===== config.mk =====
export PLATFORM = sky130hd
export DESIGN_NAME = rom_read_arbiter_flat
export DESIGN_NICKNAME = d
export VERILOG_FILES = /design/src/rtl/rom_read_arbiter_if.sv /design/src/rtl/rom_read_arbiter.sv /design/src/flat_wrapper.sv
export SDC_FILE = /design/constraint.sdc
export NUM_CORES = 1
export LEC_CHECK = 0
export ABC_AREA = 1
export CAP_MARGIN = 20
export CORE_MARGIN = 4
export CORE_UTILIZATION = 44
export DETAILED_ROUTE_END_ITERATION = 8
export GPL_ROUTABILITY_DRIVEN = 0
export HOLD_SLACK_MARGIN = 0.05
export PLACE_DENSITY = 0.9
export SLEW_MARGIN = 20
export SYNTH_ARGS = -nofsm -noshare
export SYNTH_HDL_FRONTEND = slang
export SYNTH_SLANG_ARGS = --single-unit

===== constraint.sdc =====
create_clock -name clock -period 1.5 [get_ports clock]
set_input_delay 0.225 -clock clock [delete_from_list [all_inputs] [get_ports clock]]
set_output_delay 0.225 -clock clock [all_outputs]
set_load 0.1 [all_outputs]

===== src/rtl/rom_read_arbiter_if.sv =====
// Request/response bundle between the two pixel requesters, the image ROM and rom_read_arbiter.
interface rom_read_arbiter_if #(
    parameter int unsigned ADDR_W = 18,
    parameter int unsigned DATA_W = 8
);
    logic              req0_valid;
    logic [ADDR_W-1:0] req0_addr;
    logic              req0_ready;
    logic              rsp0_valid;
    logic [DATA_W-1:0] rsp0_data;

    logic              req1_valid;
    logic [ADDR_W-1:0] req1_addr;
    logic              req1_ready;
    logic              rsp1_valid;
    logic [DATA_W-1:0] rsp1_data;

    logic [ADDR_W-1:0] rom_address;
    logic [DATA_W-1:0] rom_q;
    logic              busy;

    modport slave (
        input  req0_valid, req0_addr, req1_valid, req1_addr, rom_q,
        output req0_ready, rsp0_valid, rsp0_data,
        output req1_ready, rsp1_valid, rsp1_data,
        output rom_address, busy
    );

    modport master (
        output req0_valid, req0_addr, req1_valid, req1_addr, rom_q,
        input  req0_ready, rsp0_valid, rsp0_data,
        input  req1_ready, rsp1_valid, rsp1_data,
        input  rom_address, busy
    );
endinterface


===== src/rtl/rom_read_arbiter.sv =====
// Two-port read arbiter for the single-port image ROM with a latency-matched tag pipeline.
// Round-robin by default; define ROM_ARB_FIXED_PRIO_EN for fixed priority to port 0.
module rom_read_arbiter #(
    parameter int unsigned ADDR_W      = 18,
    parameter int unsigned DATA_W      = 8,
    parameter int unsigned ROM_LATENCY = 2
) (
    input logic               clock,
    input logic               reset,
    rom_read_arbiter_if.slave bus
);
    localparam int unsigned LastStage = ROM_LATENCY - 1;

    logic                   grant0;
    logic                   grant1;
    logic                   accept;
    logic [ADDR_W-1:0]      addr_mux;
    logic [ADDR_W-1:0]      last_addr_q, last_addr_d;
    logic [ROM_LATENCY-1:0] tag_valid_q, tag_valid_d;
    logic [ROM_LATENCY-1:0] tag_port_q, tag_port_d;
    logic [DATA_W-1:0]      rsp0_data_q, rsp1_data_q;
    logic                   final_valid;
    logic                   final_port;
    logic                   rsp0_valid;
    logic                   rsp1_valid;

`ifndef ROM_ARB_FIXED_PRIO_EN
    logic last_grant_q, last_grant_d;
`endif

    // Arbitration: ready is purely combinational so an accept is possible every cycle.
    always_comb begin
        grant0 = 1'b0;
        grant1 = 1'b0;
        if (!reset) begin
            if (bus.req0_valid && bus.req1_valid) begin
`ifdef ROM_ARB_FIXED_PRIO_EN
                grant0 = 1'b1;
`else
                grant0 = last_grant_q;
                grant1 = !last_grant_q;
`endif
            end else begin
                grant0 = bus.req0_valid;
                grant1 = bus.req1_valid;
            end
        end
    end

    assign accept         = grant0 | grant1;
    assign bus.req0_ready = grant0;
    assign bus.req1_ready = grant1;

    always_comb begin
        addr_mux    = last_addr_q;
        last_addr_d = last_addr_q;
        if (accept) begin
            addr_mux    = grant1 ? bus.req1_addr : bus.req0_addr;
            last_addr_d = addr_mux;
        end
    end

    assign bus.rom_address = addr_mux;

`ifndef ROM_ARB_FIXED_PRIO_EN
    always_comb begin
        last_grant_d = last_grant_q;
        if (accept) begin
            last_grant_d = grant1;
        end
    end
`endif

    // Stage 0 takes this cycle's accept; the last stage lines up with valid rom_q.
    always_comb begin
        tag_valid_d    = tag_valid_q << 1;
        tag_port_d     = tag_port_q << 1;
        tag_valid_d[0] = accept;
        tag_port_d[0]  = grant1;
    end

    // Tags left over from before a reset are masked while reset is still high.
    assign final_valid = tag_valid_q[LastStage] && !reset;
    assign final_port  = tag_port_q[LastStage];
    assign rsp0_valid  = final_valid && !final_port;
    assign rsp1_valid  = final_valid && final_port;

    assign bus.rsp0_valid = rsp0_valid;
    assign bus.rsp1_valid = rsp1_valid;
    assign bus.rsp0_data  = rsp0_valid ? bus.rom_q : rsp0_data_q;
    assign bus.rsp1_data  = rsp1_valid ? bus.rom_q : rsp1_data_q;
    assign bus.busy       = |tag_valid_q;

    always_ff @(posedge clock) begin
        if (reset) begin
            last_addr_q <= '0;
            tag_valid_q <= '0;
            tag_port_q  <= '0;
            rsp0_data_q <= '0;
            rsp1_data_q <= '0;
        end else begin
            last_addr_q <= last_addr_d;
            tag_valid_q <= tag_valid_d;
            tag_port_q  <= tag_port_d;
            if (rsp0_valid) begin
                rsp0_data_q <= bus.rom_q;
            end
            if (rsp1_valid) begin
                rsp1_data_q <= bus.rom_q;
            end
        end
    end

`ifndef ROM_ARB_FIXED_PRIO_EN
    // Reset to 1 so port 0 wins the first contention.
    always_ff @(posedge clock) begin
        if (reset) begin
            last_grant_q <= 1'b1;
        end else begin
            last_grant_q <= last_grant_d;
        end
    end
`endif
endmodule


===== src/flat_wrapper.sv =====
// flat-port wrapper written by rule: the top's interface ports become plain ports
module rom_read_arbiter_flat 
#(
    parameter int unsigned ADDR_W      = 18,
    parameter int unsigned DATA_W      = 8,
    parameter int unsigned ROM_LATENCY = 2
)
  (clock, reset, bus_req0_valid, bus_req0_addr, bus_req1_valid, bus_req1_addr, bus_rom_q, bus_req0_ready, bus_rsp0_valid, bus_rsp0_data, bus_req1_ready, bus_rsp1_valid, bus_rsp1_data, bus_rom_address, bus_busy);
  rom_read_arbiter_if #(.ADDR_W(ADDR_W), .DATA_W(DATA_W)) bus_i ();
  input logic clock;
  input logic reset;
  input wire logic [$bits(bus_i.req0_valid)-1:0] bus_req0_valid;
  input wire logic [$bits(bus_i.req0_addr)-1:0] bus_req0_addr;
  input wire logic [$bits(bus_i.req1_valid)-1:0] bus_req1_valid;
  input wire logic [$bits(bus_i.req1_addr)-1:0] bus_req1_addr;
  input wire logic [$bits(bus_i.rom_q)-1:0] bus_rom_q;
  output wire logic [$bits(bus_i.req0_ready)-1:0] bus_req0_ready;
  output wire logic [$bits(bus_i.rsp0_valid)-1:0] bus_rsp0_valid;
  output wire logic [$bits(bus_i.rsp0_data)-1:0] bus_rsp0_data;
  output wire logic [$bits(bus_i.req1_ready)-1:0] bus_req1_ready;
  output wire logic [$bits(bus_i.rsp1_valid)-1:0] bus_rsp1_valid;
  output wire logic [$bits(bus_i.rsp1_data)-1:0] bus_rsp1_data;
  output wire logic [$bits(bus_i.rom_address)-1:0] bus_rom_address;
  output wire logic [$bits(bus_i.busy)-1:0] bus_busy;
  assign bus_i.req0_valid = bus_req0_valid;
  assign bus_i.req0_addr = bus_req0_addr;
  assign bus_i.req1_valid = bus_req1_valid;
  assign bus_i.req1_addr = bus_req1_addr;
  assign bus_i.rom_q = bus_rom_q;
  assign bus_req0_ready = bus_i.req0_ready;
  assign bus_rsp0_valid = bus_i.rsp0_valid;
  assign bus_rsp0_data = bus_i.rsp0_data;
  assign bus_req1_ready = bus_i.req1_ready;
  assign bus_rsp1_valid = bus_i.rsp1_valid;
  assign bus_rsp1_data = bus_i.rsp1_data;
  assign bus_rom_address = bus_i.rom_address;
  assign bus_busy = bus_i.busy;
  rom_read_arbiter #(.ADDR_W(ADDR_W), .DATA_W(DATA_W), .ROM_LATENCY(ROM_LATENCY)) u_core (.clock(clock), .reset(reset), .bus(bus_i));
endmodule

# --- After elaboration in Yosys (flattened, before gate mapping) ---
# Cells that the tools add are included.
classes:
  mux: 8
  bitwise_logic: 1
  n_reduce_logical: 8
op_table:
  columns: ["cell", "count"]
  rows:
  - ["$mux 18", 2]
  - ["$mux 8", 2]
  - ["$logic_and 1x1->1", 4]
  - ["$mux 1", 4]
  - ["$logic_not 1->1", 3]
  - ["$reduce_or 2->1", 1]
  - ["$or 1x1->1", 1]
word_totals:
  register_bits: 39
  in_bits: 48
  output_inout_bits: 39
  wordCells: 23

# --- Longest topological paths before layout ---
depth:
  word_depth: 5
  depth_mapped: 8
  ltp_nobuf: 6

# --- Worst setup path after synthesis ---
# Ideal clock, no wire load.
synth_timing:
  path_kind: "input -> output"
  from: "input port bus_req1_valid"
  to: "output port bus_req0_ready"
  t_arrival_ps: 2018
  t_required_ps: 1275
  path_slack_ps: -743
  stages: 3
  n_path_buf: 2
  path_cell_list: "buf_4 buf_4 a21oi_1"
synth_between:
  elab_chain_len: 3
synth_rtl:
  columns: ["item", "line", "source"]
  rows:
  - ["start, declared", "flat_wrapper.sv:14", "input wire logic [$bits(bus_i.req1_valid)-1:0] bus_req1_valid;"]
  - ["$logic_and 1x1->1", "rom_read_arbiter.sv:36", "if (bus.req0_valid && bus.req1_valid) begin"]
  - ["$mux 1", "rom_read_arbiter.sv:36", null]
  - ["$mux 1", "rom_read_arbiter.sv:35", "if (!reset) begin"]
  - ["end, declared", "flat_wrapper.sv:17", "output wire logic [$bits(bus_i.req0_ready)-1:0] bus_req0_ready;"]
# Every way passes these cells.

# --- Final worst setup path ---
layout_timing:
  from: "register u_core.tag_port_q[1]"
  to: "output port bus_rsp0_data[2]"
layout_between:
  elab_chain_len: 3
layout_rtl:
  columns: ["item", "line", "source"]
  rows:
  - ["start, declared", "rom_read_arbiter.sv:20", "logic [ROM_LATENCY-1:0] tag_port_q, tag_port_d;"]
  - ["start signal, assigned", "rom_read_arbiter.sv:104", "tag_port_q <= tag_port_d;"]
  - ["$logic_not 1->1", "rom_read_arbiter.sv:85", "assign rsp0_valid = final_valid && !final_port;"]
  - ["$logic_and 1x1->1", "rom_read_arbiter.sv:85", null]
  - ["$mux 8", "rom_read_arbiter.sv:90", "assign bus.rsp0_data = rsp0_valid ? bus.rom_q : rsp0_data_q;"]
  - ["end, declared", "flat_wrapper.sv:19", "output wire logic [$bits(bus_i.rsp0_data)-1:0] bus_rsp0_data;"]
# Every way passes these cells.

==> impl_metrics.ini <==
[cts]
numCtsBuffers = 5
clock_latency_ns = 0.31
clk_pin_slew_ns = 0.09
cts.path.max_buffers = 2
h-tree-depth = 2
cts_tree = yes
root_buffer = clkbuf_8
hold_buffers = 0
cts_sinks = 39

[grt]
grt_pass1_wl_mm = 13.9
overflow = 0
grt_pass1_vias = 2690
grt_max_degree = 20
antenna_found_initial = 0
grt_use_total = 0.292

[layout]
drive_above_1_share = 0.569
n_antenna_cell = 0
area_delta_synth_final_pct = 95.6
finalNetCount = 465
final_area_sq_um = 4380

[setup_path]
ff2ff_setup_slack_ns = 0.08
arrival_ns = 1.60
crit_fanout = 17
worstPathRequired_ns = 1.27
r2r_cells = 9
endpoint_kind = primary output
rr_startpoint = u_core.last_grant_q
r2r-end = u_core.last_addr_q[5]
critical_path_class = reg -> out
crit_start = u_core.tag_port_q[1]
start_kind = flop

[status]
status = finished with violations
violations = negative setup slack

[timing]
hold_viol = 0
setup_viol = 37
fmax_ghz = 0.547
worst_slew_pin_slew_ns = 0.302
slew_headroom = 0.799
rsz0062_at_grt = yes
fin_crit_sh = 1.22
clock-skew-final_ns = 0.0116
layout_min_cycle_time_ns = 1.83
fin_hold_ws_ns = 0.452
finalSetupTns_ns = -9.37
fin_ws_ns = -0.329
maxSlewViolCount = 0

[routing]
wl_per_cell_um = 21.1
via_per_inst = 5.39
wl_mm = 10.2
drtIter0Drc = 204
drc_errors = 0
drt-pass1-iter-count = 5
routed-via-count = 2613
ant_nets = 0

[logic_synthesis]
yosysWarnings = 0
yosys_register_bits = 39
yosys.area.top_type = dfxtp_1
netlist_area_sq_um = 2240
syn_inst = 285
ys_types = 20
syn_area_per_cell_sq_um = 7.85
syn-num-nets = 333
yosys.area.top_type_share = 0.349
synthTopCellsByArea = dfxtp_1, inv_1, nand3_2, nand2_2, o21ai_2
ys_seq_area_frac = 0.349

[min_path]
holdCritStartpoint = reset
whs_endpoint = u_core.last_addr_q[1]
whs_path_depth = 3
min_path_type = in -> reg

[power_and_ir_drop]
powerDensity_nw_per_um2 = 914
finalPower_mw = 4.00
p_leak_nw = 1.79
peakVddDrop_uv = 855

[floorplanning]
start_util = 0.464
die_w_um = 79.3
die_h_um = 79.3
core_area_sq_um = 4820
rows = 25
io_pins = 87
fp.dieArea_sq_um = 6290

[place]
dp_hpwl_mm = 4.96
io_buffers = 86
placedInstanceArea_sq_um = 3990

[run]
cap_violations = 0
-- flip-flops by register name, indices dropped and copies added (netlist names) --
signal	cells
u_core.last_addr_q	18
u_core.last_grant_q	1
u_core.rsp0_data_q	8
u_core.rsp1_data_q	8
u_core.tag_port_q	2
u_core.tag_valid_q	2
-- cells by family (layout without fill, tap and decap cells) --
family	Yosys count	count (layout)	synth area share
buffers and inverters	77	206	0.172
AOI/OAI and AO/OA	18	18	0.0705
DFF	39	39	0.349
and+or+nand+nor	151	155	0.409
-- power breakdown --
group / internal, mW / switching [mW] / total, mW
sequential: 1.10 / 0.0294 / 1.13
clock: 0.324 / 0.429 / 0.753
combinational: 0.824 / 1.29 / 2.12
-- metrics by stage --
| step | std cells | util | setup WS, ns |
|---|---|---|---|
| floorplan | 285 | - | -0.113 |
| global placement | 456 | 0.828 | -0.382 |
| detailed placement | 456 | 0.828 | -0.476 |
| CTS | 478 | 0.891 | -0.267 |
| global route | 485 | 0.908 | -0.391 |
| finish | 485 | 0.908 | -0.329 |
-- worst max path at each step --
| stage | endpoint | slack, ns | depth (start not counted) |
|---|---|---|---|
| after floorplan | bus_req0_ready | -0.11 | 3 |
| after global placement | bus_rom_address[16] | -0.38 | 8 |
| after detailed placement | bus_rom_address[0] | -0.48 | 8 |
| after CTS | bus_rsp0_data[5] | -0.27 | 6 |
| after global routing | bus_rsp0_data[2] | -0.39 | 6 |
| final | bus_rsp0_data[2] | -0.33 | 6 |
-- cell usage after synthesis --
cell type	count
nand2_1	34
a21oi_1	1
inv_1	57
nand3_2	19
buf_2	5
nor2_8	1
o21ai_2	16
dfxtp_1	39
nand2_4	2
buf_4	3
buf_12	2
nor2_1	16
nor2_2	20
inv_2	3
o211ai_2	1
clkbuf_1	1
nand2_2	23
nand4_1	18
or2_1	18
buf_6	6
-- final cells by class --
| type | instances | area (sq um) |
|---|---|---|
| repair buffers | 138 | 1730 |
| inverters | 60 | 359 |
| well taps | 67 | 83.8 |
| clock inverters | 3 | 20.0 |
| fillers | 176 | 442 |
| flip-flops and latches | 39 | 790 |
| multi-input cells | 173 | 1320 |
| clock buffers | 5 | 68.8 |
-- repair_timing --
item / CTS / global route
pin swaps: 18 / 14
setup endpoints to repair: 38 / 37
cloned: 4 / 2
setup buffers: 10 / 5
gates resized for setup: 23 / 6
-- critical path, stage by stage, from the launching register on --
cell and delay [ns]:
dfxtp_4 0.39, inv_1 0.10, nand2_8 0.19, nand2_1 0.16, o21ai_4 0.12, clkinvlp_4 0.14
buf_12 0.17
-- cell usage in the layout, fill, tap and decap left out --
master	n
dfxtp_2	1
nor2_8	1
nand2_4	5
nand3_4	3
o21ai_2	1
nand4_1	18
inv_1	21
clkbuf_16	1
nor2_2	20
o211ai_2	1
nand2_2	26
bufbuf_16	1
dfxtp_4	2
buf_12	43
nand2_1	26
dlygate4sd2_1	1
a21oi_2	1
nand3_2	19
buf_2	2
clkinvlp_4	37
inv_2	3
nor2_1	16
buf_4	44
nand2_8	3
clkdlybuf4s50_1	44
clkbuf_8	5
or2_1	18
o21ai_4	15
dfxtp_1	36
inv_4	1
buf_6	2
clkinv_2	1
-- routing by layer --
metal | vias to the layer above | GRT usage | share of wire
met5 | - | 0 | 0
met4 | 0 | 0.177 | 0.073
met3 | 62 | 0.0578 | 0.065
met2 | 152 | 0.519 | 0.51
met1 | 1268 | 0.319 | 0.35
li1 | 1131 | - | -
Power figures use the tool's default switching activity.
